--- config.mk ---
export PLATFORM = sky130hd
export DESIGN_NAME = multi_alarm_clock
export DESIGN_NICKNAME = d
export VERILOG_FILES = /design/src/rtl/clock_pkg.sv /design/src/rtl/bcd_time_counter.sv /design/src/rtl/multi_alarm_clock.sv
export SDC_FILE = /design/constraint.sdc
export NUM_CORES = 1
export LEC_CHECK = 0
export BUFFER_PORTS_ARGS = -buffer_cell sky130_fd_sc_hd__buf_4
export CORE_MARGIN = 4
export CORE_UTILIZATION = 55
export CTS_BUF_LIST = sky130_fd_sc_hd__clkbuf_4
export DETAILED_ROUTE_END_ITERATION = 8
export GPL_TIMING_DRIVEN = 0
export MAX_ROUTING_LAYER = met4
export PLACE_DENSITY = 0.74
export SLEW_MARGIN = 20
export SYNTH_ARGS = -nofsm -noshare
export SYNTH_HDL_FRONTEND = slang
export SYNTH_HIERARCHICAL = 1
export SYNTH_SLANG_ARGS = --single-unit
--- constraint.sdc ---
create_clock -name clk -period 4.87 [get_ports clk]
set_clock_uncertainty 0.1 [all_clocks]
set_input_delay 0.974 -clock clk [delete_from_list [all_inputs] [get_ports clk]]
set_output_delay 0.974 -clock clk [all_outputs]
set_load 0.02 [all_outputs]
--- src/rtl/clock_pkg.sv ---
//======================================================================
// Module      : clock_pkg
// Description : Shared types, constants and load-validation helper for
//               the multi-alarm clock.
// Revision    : 1.0 - initial release
//======================================================================
`default_nettype none

package clock_pkg;

    typedef logic [3:0] bcd_t;

    typedef struct packed {
        logic [1:0] hour1;
        bcd_t       hour0;
        bcd_t       min1;
        bcd_t       min0;
    } hhmm_t;

    typedef struct packed {
        logic [1:0] hour1;
        bcd_t       hour0;
        bcd_t       min1;
        bcd_t       min0;
        logic       en;
    } alarm_slot_t;

    typedef enum logic [1:0] {
        IDLE    = 2'd0,
        RINGING = 2'd1,
        SNOOZE  = 2'd2
    } state_t;

    localparam int MAX_HOUR    = 23;
    localparam int MAX_MIN     = 59;
    localparam int SEC_PER_MIN = 60;

    // Every digit must be a legal BCD value, not just the combined number.
    function automatic logic hhmm_valid(input hhmm_t t);
        int h;
        int m;
        h = 10 * int'(t.hour1) + int'(t.hour0);
        m = 10 * int'(t.min1) + int'(t.min0);
        return (t.hour0 <= 4'd9) && (h <= MAX_HOUR) &&
               (t.min1 <= 4'd5) && (t.min0 <= 4'd9) && (m <= MAX_MIN);
    endfunction

endpackage

`default_nettype wire

--- src/rtl/bcd_time_counter.sv ---
//======================================================================
// Module      : bcd_time_counter
// Description : Seconds divider, BCD HH:MM:SS ripple and validated
//               time load. Flags the tick that rolls seconds to 00.
// Revision    : 1.0 - initial release
//======================================================================
`default_nettype none

module bcd_time_counter
    import clock_pkg::*;
#(
    parameter int TICKS_PER_SEC = 10
) (
    input  logic  clk,
    input  logic  reset,
    input  logic  ld_time_i,
    input  hhmm_t ld_hhmm_i,
    output logic  tick_1s_o,
    output logic  time_wrap_sec0_o,
    output hhmm_t hhmm_o,
    output hhmm_t nxt_hhmm_o,
    output bcd_t  sec1_o,
    output bcd_t  sec0_o
);

    localparam int            DW       = (TICKS_PER_SEC > 1) ? $clog2(TICKS_PER_SEC) : 1;
    localparam logic [DW-1:0] DIV_LAST = DW'(TICKS_PER_SEC - 1);

    logic [DW-1:0] div_q, div_d;
    hhmm_t         hhmm_q, hhmm_d;
    bcd_t          sec1_q, sec1_d, sec0_q, sec0_d;
    logic          w_ld_ok, w_tick, w_wrap;

    assign w_ld_ok = ld_time_i && hhmm_valid(ld_hhmm_i);
    assign w_tick  = (div_q == DIV_LAST);

    always_comb begin
        div_d  = w_tick ? '0 : div_q + DW'(1);
        hhmm_d = hhmm_q;
        sec1_d = sec1_q;
        sec0_d = sec0_q;
        w_wrap = 1'b0;
        // A load wins over a coincident tick and realigns the divider.
        if (w_ld_ok) begin
            hhmm_d = ld_hhmm_i;
            sec1_d = '0;
            sec0_d = '0;
            div_d  = '0;
        end else if (w_tick) begin
            if (sec0_q != 4'd9) begin
                sec0_d = sec0_q + 4'd1;
            end else begin
                sec0_d = '0;
                if (sec1_q != 4'd5) begin
                    sec1_d = sec1_q + 4'd1;
                end else begin
                    sec1_d = '0;
                    w_wrap = 1'b1;
                    if (hhmm_q.min0 != 4'd9) begin
                        hhmm_d.min0 = hhmm_q.min0 + 4'd1;
                    end else begin
                        hhmm_d.min0 = '0;
                        if (hhmm_q.min1 != 4'd5) begin
                            hhmm_d.min1 = hhmm_q.min1 + 4'd1;
                        end else begin
                            hhmm_d.min1 = '0;
                            if (hhmm_q.hour1 == 2'd2 && hhmm_q.hour0 == 4'd3) begin
                                hhmm_d.hour1 = '0;
                                hhmm_d.hour0 = '0;
                            end else if (hhmm_q.hour0 == 4'd9) begin
                                hhmm_d.hour0 = '0;
                                hhmm_d.hour1 = hhmm_q.hour1 + 2'd1;
                            end else begin
                                hhmm_d.hour0 = hhmm_q.hour0 + 4'd1;
                            end
                        end
                    end
                end
            end
        end
    end

    always_ff @(posedge clk or posedge reset) begin
        if (reset) begin
            div_q  <= '0;
            hhmm_q <= '0;
            sec1_q <= '0;
            sec0_q <= '0;
        end else begin
            div_q  <= div_d;
            hhmm_q <= hhmm_d;
            sec1_q <= sec1_d;
            sec0_q <= sec0_d;
        end
    end

    assign tick_1s_o        = w_tick;
    assign time_wrap_sec0_o = w_wrap;
    assign hhmm_o           = hhmm_q;
    assign nxt_hhmm_o       = hhmm_d;
    assign sec1_o           = sec1_q;
    assign sec0_o           = sec0_q;

endmodule

`default_nettype wire

--- src/rtl/multi_alarm_clock.sv ---
//======================================================================
// Module      : multi_alarm_clock
// Description : BCD clock with NUM_ALARMS alarm slots, snooze, ring
//               timeout and 12/24 h display.
// Revision    : 1.0 - initial release
//======================================================================
`default_nettype none

module multi_alarm_clock
    import clock_pkg::*;
#(
    parameter int TICKS_PER_SEC = 10,
    parameter int NUM_ALARMS    = 4,
    parameter int SNOOZE_MIN    = 5,
    parameter int RING_SEC      = 60,
    parameter int AW            = $clog2(NUM_ALARMS)
) (
    input  logic          clk,
    input  logic          reset,
    input  logic [1:0]    hour_in1,
    input  logic [3:0]    hour_in0,
    input  logic [3:0]    min_in1,
    input  logic [3:0]    min_in0,
    input  logic          LD_time,
    input  logic          LD_alarm,
    input  logic [AW-1:0] alarm_sel,
    input  logic          alarm_en_in,
    input  logic          AL_ON,
    input  logic          stop_al,
    input  logic          snooze,
    input  logic          mode_12h,
    output logic          Alarm,
    output logic [AW-1:0] alarm_id,
    output logic          snoozing,
    output logic          load_err,
    output logic          tick_1s,
    output logic          pm,
    output logic [1:0]    hour_out1,
    output logic [3:0]    hour_out0,
    output logic [3:0]    min_out1,
    output logic [3:0]    min_out0,
    output logic [3:0]    sec_out1,
    output logic [3:0]    sec_out0
);

    localparam int            SNZ_TICKS = SNOOZE_MIN * SEC_PER_MIN;
    localparam int            SW        = $clog2(SNZ_TICKS + 1);
    localparam int            RW        = $clog2(RING_SEC + 1);
    localparam logic [AW:0]   NUM_W     = (AW + 1)'(NUM_ALARMS);

    hhmm_t           w_ld, w_now, w_nxt;
    logic            w_tick, w_wrap, w_ld_valid, w_alarm_ok;
    logic [NUM_ALARMS-1:0] w_hit;
    logic            w_hit_any;
    logic [AW-1:0]   w_hit_id;
    alarm_slot_t     slots_q [NUM_ALARMS];
    state_t          state_q, state_d;
    logic [AW-1:0]   id_q, id_d;
    logic [RW-1:0]   ring_q, ring_d;
    logic [SW-1:0]   snz_q, snz_d;
    logic            load_err_q, load_err_d;
    logic [4:0]      w_hr_bin, w_hr12;

    assign w_ld       = {hour_in1, hour_in0, min_in1, min_in0};
    assign w_ld_valid = hhmm_valid(w_ld);
    assign w_alarm_ok = w_ld_valid && ({1'b0, alarm_sel} < NUM_W);
    assign load_err_d = (LD_time && !w_ld_valid) || (LD_alarm && !w_alarm_ok);

    bcd_time_counter #(
        .TICKS_PER_SEC (TICKS_PER_SEC)
    ) u_time (
        .clk              (clk),
        .reset            (reset),
        .ld_time_i        (LD_time),
        .ld_hhmm_i        (w_ld),
        .tick_1s_o        (w_tick),
        .time_wrap_sec0_o (w_wrap),
        .hhmm_o           (w_now),
        .nxt_hhmm_o       (w_nxt),
        .sec1_o           (sec_out1),
        .sec0_o           (sec_out0)
    );

    // Slots compare against the time being written on this edge, so the ring
    // lines up with the display showing HH:MM:00.
    for (genvar k = 0; k < NUM_ALARMS; k++) begin : g_slot
        always_ff @(posedge clk or posedge reset) begin
            if (reset) begin
                slots_q[k] <= '0;
            end else if (LD_alarm && w_alarm_ok && alarm_sel == AW'(k)) begin
                slots_q[k] <= {w_ld, alarm_en_in};
            end
        end
        assign w_hit[k] = w_wrap && AL_ON && slots_q[k].en &&
                          ({slots_q[k].hour1, slots_q[k].hour0,
                            slots_q[k].min1, slots_q[k].min0} == w_nxt);
    end

    always_comb begin
        w_hit_any = 1'b0;
        w_hit_id  = '0;
        for (int k = NUM_ALARMS - 1; k >= 0; k--) begin
            if (w_hit[k]) begin
                w_hit_any = 1'b1;
                w_hit_id  = AW'(k);
            end
        end
    end

    always_comb begin
        state_d = state_q;
        id_d    = id_q;
        ring_d  = ring_q;
        snz_d   = snz_q;
        if (!AL_ON) begin
            state_d = IDLE;
        end else begin
            case (state_q)
                IDLE: begin
                    if (w_hit_any && !stop_al) begin
                        state_d = RINGING;
                        id_d    = w_hit_id;
                        ring_d  = '0;
                    end
                end
                RINGING: begin
                    if (stop_al) begin
                        state_d = IDLE;
                    end else if (snooze) begin
                        state_d = SNOOZE;
                        snz_d   = SW'(SNZ_TICKS);
                    end else if (w_tick) begin
                        if (ring_q == RW'(RING_SEC - 1)) state_d = IDLE;
                        else                             ring_d  = ring_q + RW'(1);
                    end
                end
                SNOOZE: begin
                    if (stop_al) begin
                        state_d = IDLE;
                    end else if (w_hit_any) begin
                        state_d = RINGING;
                        id_d    = w_hit_id;
                        ring_d  = '0;
                    end else if (w_tick) begin
                        if (snz_q == SW'(1)) begin
                            state_d = RINGING;
                            ring_d  = '0;
                        end else begin
                            snz_d = snz_q - SW'(1);
                        end
                    end
                end
                default: state_d = IDLE;
            endcase
        end
    end

    always_ff @(posedge clk or posedge reset) begin
        if (reset) begin
            state_q    <= IDLE;
            id_q       <= '0;
            ring_q     <= '0;
            snz_q      <= '0;
            load_err_q <= 1'b0;
        end else begin
            state_q    <= state_d;
            id_q       <= id_d;
            ring_q     <= ring_d;
            snz_q      <= snz_d;
            load_err_q <= load_err_d;
        end
    end

    assign Alarm    = (state_q == RINGING);
    assign snoozing = (state_q == SNOOZE);
    assign alarm_id = id_q;
    assign load_err = load_err_q;
    assign tick_1s  = w_tick;
    assign min_out1 = w_now.min1;
    assign min_out0 = w_now.min0;

    always_comb begin
        w_hr_bin  = {3'b000, w_now.hour1} * 5'd10 + {1'b0, w_now.hour0};
        w_hr12    = w_hr_bin;
        hour_out1 = w_now.hour1;
        hour_out0 = w_now.hour0;
        pm        = 1'b0;
        if (mode_12h) begin
            if (w_hr_bin == 5'd0)       w_hr12 = 5'd12;
            else if (w_hr_bin > 5'd12)  w_hr12 = w_hr_bin - 5'd12;
            pm = (w_hr_bin >= 5'd12);
            if (w_hr12 >= 5'd10) begin
                hour_out1 = 2'd1;
                hour_out0 = 4'(w_hr12 - 5'd10);
            end else begin
                hour_out1 = 2'd0;
                hour_out0 = w_hr12[3:0];
            end
        end
    end

endmodule

`default_nettype wire

==> metrics.md <==
| Metric | Value |
|---|---|
| Outcome | finished, violations left |
| Failing checks | negative setup slack |
| Final Max Tran Viols | 0 |
| Post-Syn Area per Cell | 10.56 um^2 |
| Internal cell power | roughly 1.9 mW |
| Setup_tns | -10.37 ps |
| Drt total wl | 15,550 um |
| Clk root buf | clkbuf_4 |
| Die Width | 118.6 um |
| Initial antenna violation count | 0 |
| Synth-to-layout area growth | 16.09% |
| Routed WL per cell | 17.85 um |
| Clk network pwr share | 11.2% |
| DP Worst Slack | -1343 ps |
| Post-synthesis sequential area ratio | between 30% and 40% |
| Min-delay worst type | in2async |
| Main synth FF type | dfrtp_1 |
| Post-route DRC | 0 |
| Crit path kind | in2reg |
| Worst path required time | approximately 5000 ps |
| Max Fclk | about 0.2 GHz |
| Leakage power | between 3 and 4 nW |
| Ranking of synthesized cells by area | dfrtp_1 (39%), mux2_2 (12%), xor2_1 (7.9%) |
| GRT overflow | 0 |
| Hold buffers post-CTS | 0 |
| Period minus WS final | slightly below 5000 ps |
| Final design utilization | 65.02% |
| Power Density | about 410 nW/um^2 |
| Largest net degree at the start of global routing | 62 |
| Core area | 12,010 um^2 |
| CP Capture Type | register |
| Async set-or-reset flop fraction in the synthesized netlist | between 90% and 100% |
| Slew headroom | a little under 40% |
| Logic pwr share | 50.9% |
| CTS Buf Count | 9 |
| Nets | a little under 800 |
| WP data arrival | slightly above 5000 ps |
| Total GRT Usage | 23.08% |
| Post-route setup slack | -10.37 ps |
| Die Ht | around 120 um |
| First-pass GRT wire length | approximately 26,000 um |
| CTS tree | built |
| N_diodes | 0 |
| Worst setup SP type | input pin |
| Gpl congestion | around 0.90 |
| Layout cell share with drive strength beyond 1 | 28.18% |
| Share of the synthesized area in the top cell type | about two fifths |
| Max FO, Critical Path | 8 |
| Worst-Margin Slew | between 900 and 1000 ps |
| Antenna Violating Nets Remaining | 0 |
| IO Count | between 50 and 60 |
| Cell row count | 40 |
| Vias in the first global route | 5,239 |
| Post-synth top area cell | dfrtp_1 |
| Post-Syn Area | 6728 um^2 |
| Fillcell total | 942 |
| Die area | around 14,000 um^2 |
| MaxCap Viol Count | 0 |
| Sw power | between 1 and 1.5 mW |
| Clock Latency Late Sink | roughly 460 ps |
| Ys Warns | 6 |
| Finished Cell Area | 7810 um^2 |
| Pre-Repair DR Iteration Count | 5 |
| IO buf count | 53 |
| Mapped Cells | 637 |
| RSZ-0062 raised after global routing | true |
| Clock Tree Buf Depth | 2 |
| DR vias | around 5,300 |
| H-Tree Depth | 3 |
| Starting DRC count in detailed routing | between 300 and 400 |
| Netlist cell types | a little under 70 |
| Register bit total from synthesis | roughly 110 |
| Initial Util | between 50 and 60% |
| CTS sink count | approximately 110 |
| DP Area | about 7400 um^2 |
| Seq pwr share | between 30% and 40% |
| Final worst-path cycle share | 100.2% |
| Routed vias/inst | between 6 and 7 |
| Net Sw Frac | between 40% and 50% |
| Final hold viol count | 0 |
| EDFF count, synth | 0 |
| Clk slew on worst S/H paths | around 140 ps |
| Worst VDD drop | between 200 and 250 uV |
| Final HPWL DP | between 10,000 and 15,000 um |
| Mapped Nets | 705 |
| Final setup vio count | 1 |
## registers in the layout, indices dropped and copies added, names as in the netlist, 4 cells and up
| register | flops |
|---|---|
| u_time/sec0_o | 4 |
| ring_q | 6 |
| slots_q | 60 |
| snz_q | 9 |
| u_time/hhmm_o | 14 |
| u_time/sec1_o | 4 |
| u_time/div_q | 4 |
## cell usage after synthesis, types with 9 or more instances
cell type,n
mux2_2,70
o21ai_0,16
nor4_1,15
a21oi_1,37
ha_1,36
nor3_1,17
nand3_1,19
dfrtp_1,106
buf_2,9
nor2_1,38
inv_1,32
xor2_1,61
nand2_1,27
## path summary, 6_finish.rpt
| path | cells after the start | endpoint | startpoint | slack [ps] |
|---|---|---|---|---|
| max | 19 | ring_q[2] | min_in1[1] | -10 |
| max reg2reg | 16 | ring_q[2] | u_time/sec1_o[1] | 370 |
| min in group clk | 1 | u_time/div_q[0] | u_time/div_q[0] | 420 |
| min | 2 | snz_q[2] | reset | 360 |
| max in group asynchronous | 3 | slots_q[32] | reset | 3730 |
| min reg2reg | 1 | u_time/div_q[0] | u_time/div_q[0] | 420 |
## power groups by stage
stage / clock (mW) / combinational (mW) / sequential, mW
floorplan: 0 / 1.08 / 1.27
global placement: 0 / 1.50 / 1.23
detailed placement: 0 / 1.56 / 1.24
CTS: 0.373 / 1.61 / 1.22
global route: 0.409 / 1.81 / 1.25
finish: 0.363 / 1.65 / 1.23
## cell usage in the layout (no fill, tap or decap), drive strengths merged, types with 8 or more instances in the layout
master,synthesis,routed
nor2b,8,8
nand2b,8,8
nor4,19,19
xor2,61,61
buf,11,83
mux2,74,74
nand2,27,27
ha,36,36
nor2,38,38
o21ai,17,17
clkbuf,4,13
o31ai,8,8
dfrtp,106,106
nor3,17,17
nand4,9,9
a21o,8,8
nand3,19,19
a21oi,38,38
inv,32,31
## cells by family after synthesis
| family | Yosys count | share of synthesized area (%) |
|---|---|---|
| xor+xnor | 68 | 8.853 |
| fa+ha+maj | 44 | 8.927 |
| flops | 106 | 39.43 |
| compound gates | 104 | 10.28 |
| mux | 78 | 12.98 |
| buf+inv | 47 | 2.901 |
| simple gates | 190 | 16.63 |
## worst max-delay path, cell delays in order
cell and delay, ps:
buf_16 110, ha_4 230, ha_4 150, fa_2 550, nand2_2 80, o31a_1 310
a21oi_2 210, nor4_4 60, buf_6 150, buf_12 140, nor3_2 420, nand3_1 160
nor4_2 300, nand4_1 280, nand4_4 180, a21boi_1 70, or3_1 360, buf_6 150
a211o_1 250
## through the flow
step | hold slack [ps] | instances | power [mW]
after floorplan | 368.0 | 637 | 2.341
after global placement | 383.5 | 837 | 2.729
after detailed placement | 401.4 | 838 | 2.807
after CTS | 325.2 | 866 | 3.209
after global routing | 318.6 | 871 | 3.475
final | 355.9 | 871 | 3.237
## metal layers
| metal | GRT usage [%] | part of all wire [%] | up-vias |
|---|---|---|---|
| met5 | - | 0 | - |
| met4 | 5.503 | 2.0 | 0 |
| met2 | 37.62 | 49 | 131 |
| met3 | 4.163 | 4.1 | 28 |
| met1 | 30.21 | 45 | 2640 |
| li1 | - | - | 2455 |
## what timing repair did
item                                    in CTS  in global routing
resized for setup                           29                  9
pin swaps                                   14                  9
endpoints found under the setup margin      19                 20
buffers inserted                            13                  5
## area by class of cell
type	instances	area, um^2	share of cell area (%)
buffer	15	96.34	1.234
clock buffer	9	67.56	0.8651
clock inverter	6	25.02	0.3204
inverter	32	122.6	1.570
multi-input combinational	484	4066	52.07
sequential	106	2653	33.96
tap	147	183.9	2.355
timing repair buffer	72	595.6	7.626
Power figures use the tool's default switching activity.
